<file path="config.mk">
export PLATFORM = sky130hd
export DESIGN_NAME = register_file_param
export DESIGN_NICKNAME = d
export VERILOG_FILES = /design/src/rtl/register_file_param.sv
export SDC_FILE = /design/constraint.sdc
export NUM_CORES = 1
export LEC_CHECK = 0
export CAP_MARGIN = 25
export CORE_MARGIN = 2
export CORE_UTILIZATION = 50
export DETAILED_ROUTE_END_ITERATION = 8
export GPL_ROUTABILITY_DRIVEN = 0
export PLACE_DENSITY = 0.83
export SYNTH_ARGS = -nofsm -noshare
export SYNTH_HDL_FRONTEND = slang
export SYNTH_SLANG_ARGS = --single-unit
</file>
<file path="constraint.sdc">
create_clock -name clk -period 2.55 [get_ports clk]
set_input_delay 0.3825 -clock clk [delete_from_list [all_inputs] [get_ports clk]]
set_output_delay 0.3825 -clock clk [all_outputs]
set_load 0.01 [all_outputs]
</file>
<file path="src/rtl/register_file_param.sv">
// Small register file: one write port, a combinational and a registered read port,
// a flat snapshot bus, and a sequenced sweep that restores the power-on contents.
module register_file_param #(
  parameter int WIDTH = 2,
  parameter int DEPTH = 3,
  parameter int AW    = 2
) (
  input  logic                   clk,
  input  logic                   reset,
  input  logic                   we,
  input  logic [AW-1:0]          waddr,
  input  logic [WIDTH-1:0]       wdata,
  input  logic [AW-1:0]          raddr0,
  output logic [WIDTH-1:0]       rdata0,
  input  logic [AW-1:0]          raddr1,
  output logic [WIDTH-1:0]       rdata1,
  input  logic                   init_req,
  output logic                   busy,
  output logic                   init_done,
  output logic                   err,
  output logic [DEPTH*WIDTH-1:0] d_all
);

  typedef enum logic [1:0] {
    IDLE = 2'd0,
    INIT = 2'd1,
    DONE = 2'd2
  } state_t;

  localparam logic [AW:0]   DEPTH_W   = (AW+1)'(DEPTH);
  localparam logic [AW-1:0] LAST_ADDR = AW'(DEPTH - 1);

  // Power-on value of an entry: its index modulo 2**WIDTH.
  function automatic logic [WIDTH-1:0] init_val(input logic [AW-1:0] idx);
    logic [31:0] wide;
    wide = 32'(idx);
    return wide[WIDTH-1:0];
  endfunction

  state_t           state_r, state_s;
  logic [AW-1:0]    cnt_r;
  logic [WIDTH-1:0] mem_r [DEPTH];
  logic [WIDTH-1:0] rdata1_r, rdata1_s;
  logic             busy_r, init_done_r, err_r;
  logic             waddr_ok_s, raddr0_ok_s, raddr1_ok_s;
  logic             wr_en_s, err_s;

  // Address range decode and write qualification.
  always_comb begin
    waddr_ok_s  = ({1'b0, waddr}  < DEPTH_W);
    raddr0_ok_s = ({1'b0, raddr0} < DEPTH_W);
    raddr1_ok_s = ({1'b0, raddr1} < DEPTH_W);
    wr_en_s     = we && waddr_ok_s && (state_r != INIT);
    // A write is flagged if it is dropped by the sweep or targets a missing entry.
    err_s       = we && ((state_r == INIT) || !waddr_ok_s);
  end

  // Sweep sequencing: next-state logic.
  always_comb begin
    state_s = state_r;
    case (state_r)
      IDLE: begin
        if (init_req) state_s = INIT;
        else          state_s = IDLE;
      end
      INIT: begin
        if (cnt_r == LAST_ADDR) state_s = DONE;
        else                    state_s = INIT;
      end
      DONE:    state_s = IDLE;
      default: state_s = IDLE;
    endcase
  end

  // Registered read port 1 source, with write-first bypass outside the sweep.
  always_comb begin
    if (wr_en_s && (state_r == IDLE) && (waddr == raddr1)) begin
      rdata1_s = wdata;
    end else if (raddr1_ok_s) begin
      rdata1_s = mem_r[raddr1];
    end else begin
      rdata1_s = '0;
    end
  end

  // Control state, sweep counter and registered status outputs.
  always_ff @(posedge clk or negedge reset) begin
    if (!reset) begin
      state_r     <= IDLE;
      cnt_r       <= '0;
      busy_r      <= 1'b0;
      init_done_r <= 1'b0;
      err_r       <= 1'b0;
      rdata1_r    <= '0;
    end else begin
      state_r     <= state_s;
      cnt_r       <= (state_r == INIT) ? cnt_r + AW'(1) : '0;
      busy_r      <= (state_s == INIT);
      init_done_r <= (state_s == DONE);
      err_r       <= err_s;
      rdata1_r    <= rdata1_s;
    end
  end

  // Storage: reset/sweep restore the power-on pattern, otherwise accept writes.
  always_ff @(posedge clk or negedge reset) begin
    if (!reset) begin
      for (int i = 0; i < DEPTH; i++) begin
        mem_r[i] <= init_val(AW'(i));
      end
    end else if (state_r == INIT) begin
      mem_r[cnt_r] <= init_val(cnt_r);
    end else if (wr_en_s) begin
      mem_r[waddr] <= wdata;
    end
  end

  // Combinational read port and flat snapshot of every entry.
  always_comb begin
    if (raddr0_ok_s) rdata0 = mem_r[raddr0];
    else             rdata0 = '0;
    d_all = '0;
    for (int i = 0; i < DEPTH; i++) begin
      d_all[i*WIDTH +: WIDTH] = mem_r[i];
    end
  end

  assign rdata1    = rdata1_r;
  assign busy      = busy_r;
  assign init_done = init_done_r;
  assign err       = err_r;

endmodule

</file>
==> metrics, run 1 <==
status complete, no violations; largest net degree at the start of global routing 16; critical path type input pin to output pin; root buffer cell clkbuf_4; DPL Wire Length 1.47 mm; critical path arrival 1.75 ns; max-cap viol count 0; Max VDD drop 690 uV; Crit Path Max Fanout 4; Hold Crit Class input pin to async pin; Final period util 83.5%; PwrDens 1010 nW/um2; RSZ-0062 raised after global routing false; Total Routing Usage GR 19.3%; # resized after CTS 0; share of cells above drive strength 1 8.33%; CTS max path bufs 2; # setup viols final 0; CTS H-tree lvls 1; number of global-route vias before repair 652; Final nets 126; Critical Path Source Type input pin; Final Max Slew Viols 0; Final WS setup 0.421 ns; Final Hold Fails 0; Ports 25; Post-Route WL 1.93 mm; DIE AREA 2120 um2; number of fill cells in the layout 130; setup TNS 0 ns; Seq cells post-synth 15; Post-Synthesis Cells 81; Sw Share 37.0%; post-route ant nets 0; cell internal pwr 0.743 mW; I/O Buffers 24; mean post-synth cell area 10.9 um2; Initial DRC Count 12; n_diodes 0; Mapped Nets 98; Sink Count 15; Clock Pin Slew Worst Setup and Hold Paths 0.10 ns; Clk network pwr share 12.0%; grt ovf 0; CTS tree yes; Max Clock Skew 0.00334 ns; DRC violations left 0; Hold WS 0.501 ns; distinct cell type count after synthesis 32; post-synthesis sequential area ratio 42.7%; leak pwr 0.511 nW; total number of vias 778; total CTS buffers 3; Psw 0.437 mW; hold-fix buffers at CTS 0; Post-Syn Area 886 um2; Initial Util 52.4%; initial antenna violation count 0; Die H 46.1 um; Worst setup EP type output pin; Critical Path RT 2.17 ns; pre-CTS setup slack 0.430 ns; DR vias/cell 6.22; site row count 15; clk_lat worst skew 0.28 ns; sequential group share of total power 39.0%; Die Span X 46.1 um; measured slew at the worst slew-check pin 0.688 ns; drt wl/cell 15.4 um; area occupied by multi-input gates 467 um2; Detailed Routing Iterations Pass 1 4; Rel. slew slack 54.0%; synth warn 0; Period minus WS final 2.13 ns; area delta synth->final 31.6%; Comb pwr share 49.0%; Reg area 378 um2; first-pass GRT wire length 2.92 mm; Core Area 1690 um2; Overall Power 1.18 mW; post-CTS setup buffer count 0; fmax 470 MHz
==> routing by layer <==
layer / GRT usage [%] / vias up / wire length [um]
met1: 25.7 / 375 / 855
met4: 5.14 / 0 / 19
met5: 0 / - / 0
met3: 3.92 / 4 / 101
met2: 31.7 / 32 / 952
li1: - / 367 / -
==> cells in the mapped netlist, drive strengths merged <==
cell / instances / share of area (%)
o311ai: 2 / 2.0
o2bb2ai: 2 / 2.0
mux2i: 4 / 4.5
a2111oi: 1 / 1.7
nor2: 2 / 0.85
buf: 1 / 1.3
inv: 8 / 3.4
nand3b: 2 / 1.7
or3b: 1 / 1.3
a211oi: 2 / 1.7
o221ai: 1 / 0.99
ha: 5 / 7.1
a211o: 1 / 0.99
o21ai: 1 / 0.56
nand2: 2 / 0.85
nor4: 2 / 1.4
or3: 1 / 0.71
o22ai: 1 / 0.71
dfrtp: 13 / 37
dfstp: 2 / 5.9
a21oi: 1 / 0.56
or2b: 1 / 0.85
a221o: 5 / 5.6
and2: 4 / 2.8
and3b: 3 / 3.0
nand2b: 2 / 1.4
and3: 2 / 1.4
nor2b: 4 / 2.8
a41oi: 2 / 2.0
o221a: 1 / 1.3
a221oi: 1 / 0.99
xor2: 1 / 0.99
==> worst max-delay path: stages <==
cell,delay (ns)
clkdlybuf4s50_1,0.55
mux2i_1,0.10
o22ai_1,0.16
clkdlybuf4s50_1,0.55
==> power groups by stage <==
| stage | sequential (mW) | clock (mW) | combinational (mW) |
|---|---|---|---|
| 2_1_floorplan | 0.464 | 0 | 0.320 |
| 4_1_cts | 0.460 | 0.144 | 0.582 |
| 5_1_grt | 0.474 | 0.151 | 0.631 |
| 3_5_place_dp | 0.466 | 0 | 0.578 |
| 3_3_place_gp | 0.461 | 0 | 0.567 |
| 6_report | 0.460 | 0.142 | 0.578 |
==> logic make-up (layout without fill, tap and decap cells) <==
logic type / count (synthesis) / after routing / synth area share, %
fa+ha+maj: 5 / 5 / 7.06
simple gates: 26 / 26 / 19.1
compound gates: 21 / 21 / 21.0
mux: 4 / 4 / 4.52
xor+xnor: 1 / 1 / 0.989
flops: 15 / 15 / 42.7
buf+inv: 9 / 36 / 4.66
==> layout by cell type, fill, tap and decap left out, types with 2 or more instances in the layout <==
cell              n
nand2b_1          2
nand3b_1          2
clkbuf_4          3
dfrtp_1          13
ha_1              5
mux2i_1           4
and3_1            2
nand2_1           2
nor2_1            2
clkdlybuf4s50_1  24
and3b_1           3
a41oi_1           2
nor4_1            2
a211oi_1          2
inv_1             8
dfstp_2           2
o2bb2ai_1         2
a221o_1           5
o311ai_0          2
and2_1            4
nor2b_1           4
==> layout make-up <==
cell class | count | area share (%)
Tap cell | 17 | 1.82
Timing Repair Buffer | 24 | 20.6
Inverter | 8 | 2.58
Sequential cell | 15 | 32.4
Multi-Input combinational cell | 57 | 40.0
Clock inverter | 1 | 0.644
Clock buffer | 3 | 1.93
==> path summary, 6_finish.rpt <==
kind                                       from  cells past startpoint                    to  slack [ns]
max                                   raddr0[1]                      4             rdata0[0]        0.42
min                                       reset                      1    cnt_r[1]$_DFF_PN0_        0.50
max reg2reg                state_r[1]$_DFF_PN0_                      3   rdata1[0]$_DFF_PN0_        0.88
min reg2reg                d_all[5]$_DFFE_PN1P_                      2  d_all[5]$_DFFE_PN1P_        0.52
max in group asynchronous                 reset                      1   rdata1[1]$_DFF_PN0_        1.61
min in group clk           d_all[5]$_DFFE_PN1P_                      2  d_all[5]$_DFFE_PN1P_        0.52
==> metrics by stage <==
step           utilization, %  instance area (um2)  std cells
4_1_cts                  69.0                 1170        125
3_3_place_gp             67.3                 1140        121
5_1_grt                  69.0                 1170        125
2_1_floorplan               -                  886         81
3_5_place_dp             67.3                 1140        121
6_report                 69.0                 1170        125
==> registers in the layout (all words and copies together) (netlist names) <==
signal,count
err,1
busy,1
cnt_r,2
d_all,6
state_r,2
rdata1,2
init_done,1
Power figures use the tool's default switching activity.
==> run 2: changes to the inputs <==
--- a/config.mk
+++ b/config.mk
@@ -7,10 +7,10 @@
 export LEC_CHECK = 0
 export CAP_MARGIN = 25
 export CORE_MARGIN = 2
-export CORE_UTILIZATION = 50
+export CORE_UTILIZATION = 46
 export DETAILED_ROUTE_END_ITERATION = 8
 export GPL_ROUTABILITY_DRIVEN = 0
-export PLACE_DENSITY = 0.83
+export PLACE_DENSITY = 0.77
 export SYNTH_ARGS = -nofsm -noshare
 export SYNTH_HDL_FRONTEND = slang
 export SYNTH_SLANG_ARGS = --single-unit
==> constraint.sdc (replaced) <==
create_clock -name clk -period 2 [get_ports clk]
set_input_delay 0.3 -clock clk [delete_from_list [all_inputs] [get_ports clk]]
set_output_delay 0.3 -clock clk [all_outputs]
set_load 0.01 [all_outputs]
==> metrics, run 2 (synthesis gave the netlist of run 1 again) <==
status complete, no violations; Top delay family on crit path flip-flops; routing usage on met3 2.26% (-1.7 points); critical path arrival 1.41 ns (-0.34 ns); final instance area 1190 um2 (+1.7%); Final Hold Fails 0 (unchanged); Final nets 127 (+0.79%); most frequent cells in the layout clkdlybuf4s50_1 (22), dfrtp_1 (13), inv_1 (8); DIE AREA 2290 um2 (+7.9%); setup TNS 0 ns (unchanged); post-CTS setup buffer count 0 (unchanged); PwrDens 1280 nW/um2 (+26%); DPL Wire Length 1.63 mm (+11%); Critical Path RT 1.70 ns (-0.47 ns); Sink Count 15 (unchanged); post-placement cell area 1150 um2 (+1.5%); Total Routing Usage GR 21.5% (+2.2 points); clk_lat worst skew 0.29 ns (about the same); Reg area 378 um2 (unchanged); grt ovf 0 (unchanged); Ports 25 (unchanged); area occupied by multi-input gates 467 um2 (unchanged); Die Span X 47.9 um (+3.9%); # setup viols final 0 (unchanged); measured slew at the worst slew-check pin 0.688 ns (+0.000664 ns); Final period util 85.6%; met1 GRT Util 28.7% (+3.0 points); Worst setup EP type output pin; # resized after CTS 0 (unchanged); max FFs per register 6 (unchanged); I/O Buffers 24 (unchanged); post-route ant nets 0 (unchanged); critical path type flip-flop to output pin; total CTS buffers 3 (unchanged); drt wl/cell 16.0 um (+3.6%); Max VDD drop 857 uV (+24%); CTS tree yes; Core Area 1760 um2 (+4.4%); Initial Util 50.2% (-2.2 points); Hold Crit Class input pin to async pin; Rel. slew slack 54.0% (about the same); CP Cell Sequence clkdlybuf4s50_1; max-cap viol count 0 (unchanged); met2 Track Usage GR 32.8% (+1.1 points); Clock Pin Slew Worst Setup and Hold Paths 0.09 ns (about the same); CTS max path bufs 2 (unchanged); most crowded layer after global routing met2; site row count 15 (unchanged); Bufs and invs on worst path 1 (-1); Post-Route WL 2.14 mm (+11%); n_diodes 0 (unchanged); hold-fix buffers at CTS 0 (unchanged); area delta synth->final 33.9%; number of fill cells in the layout 147 (+13%); Crit Path Max Fanout 5 (+1); DR vias/cell 5.60 (-10%); Max Clock Skew 0.00271 ns (-0.000621 ns); Final Max Slew Viols 0 (unchanged); fmax 584 MHz; first-pass GRT wire length 3.35 mm (+15%); Detailed Routing Iterations Pass 1 4 (unchanged); Worst path max stage delay 0.58 ns (+0.03 ns); initial antenna violation count 0 (unchanged); number of global-route vias before repair 728 (+12%); share of cells above drive strength 1 9.17% (+0.84 points); Initial DRC Count 16 (+4); Die H 47.9 um (+3.9%); commonest non-fill, non-tap cell in the layout clkdlybuf4s50_1; Layout Utilization 67.2% (-1.8 points); Critical Path Source Type flip-flop; Slowest cell on crit path dfstp_2; Period minus WS final 1.71 ns; RSZ-0062 raised after global routing false; total number of vias 750 (-3.6%); leak pwr 0.547 nW (+7.0%); CTS H-tree lvls 1 (unchanged); DRC violations left 0 (unchanged); root buffer cell clkbuf_4; largest net degree at the start of global routing 16 (unchanged)
run 2: cell types whose count changed in the layout (fill, tap and decap cells not counted), sizes merged:
cell	before	now
clkdlybuf4s50	24	22
clkinvlp	1	0
clkinv	0	1
buf	0	1
dlymetal6s2s	0	2
run 2: power by group:
group | switching (mW) | internal [mW]
sequential | 0.142 | 0.450
combinational | 0.329 | 0.418
clock | 0.0988 | 0.0744
run 2: cell type report:
class | count | area share [%]
inverter | 8 | 2.53
multi-input combinational | 57 | 39.3
clock buffer | 3 | 1.90
clock inverter | 1 | 0.422
sequential | 15 | 31.9
timing repair buffer | 25 | 21.3
tap | 25 | 2.64
run 2: worst paths after layout:
kind	from	endpoint	slack, ns	cells past startpoint
max	d_all[2]$_DFFE_PN1P_	d_all[2]	0.29	1
min	reset	rdata1[0]$_DFF_PN0_	0.42	1
max reg2reg	state_r[1]$_DFF_PN0_	rdata1[0]$_DFF_PN0_	0.35	3
min reg2reg	d_all[5]$_DFFE_PN1P_	d_all[5]$_DFFE_PN1P_	0.52	2
max in group asynchronous	reset	d_all[1]$_DFFE_PN0P_	1.14	1
min in group clk	d_all[5]$_DFFE_PN1P_	d_all[5]$_DFFE_PN1P_	0.52	2
run 2: stage by stage:
step	hold slack, ns	worst slack [ns]	std cells	power (mW)
after floorplan	0.00441	0.420	81	1.00
after global placement	0.505	0.0747	130	1.32
after detailed placement	0.505	0.0498	130	1.35
after CTS	0.426	0.0379	134	1.52
after global routing	0.478	0.236	134	1.62
final	0.421	0.289	134	1.51
run 2: per-layer routing:
layer,wire (um),share of wire [%]
met5,0,0
met4,58,2.7
met3,100,4.7
met2,1040,49
met1,941,44
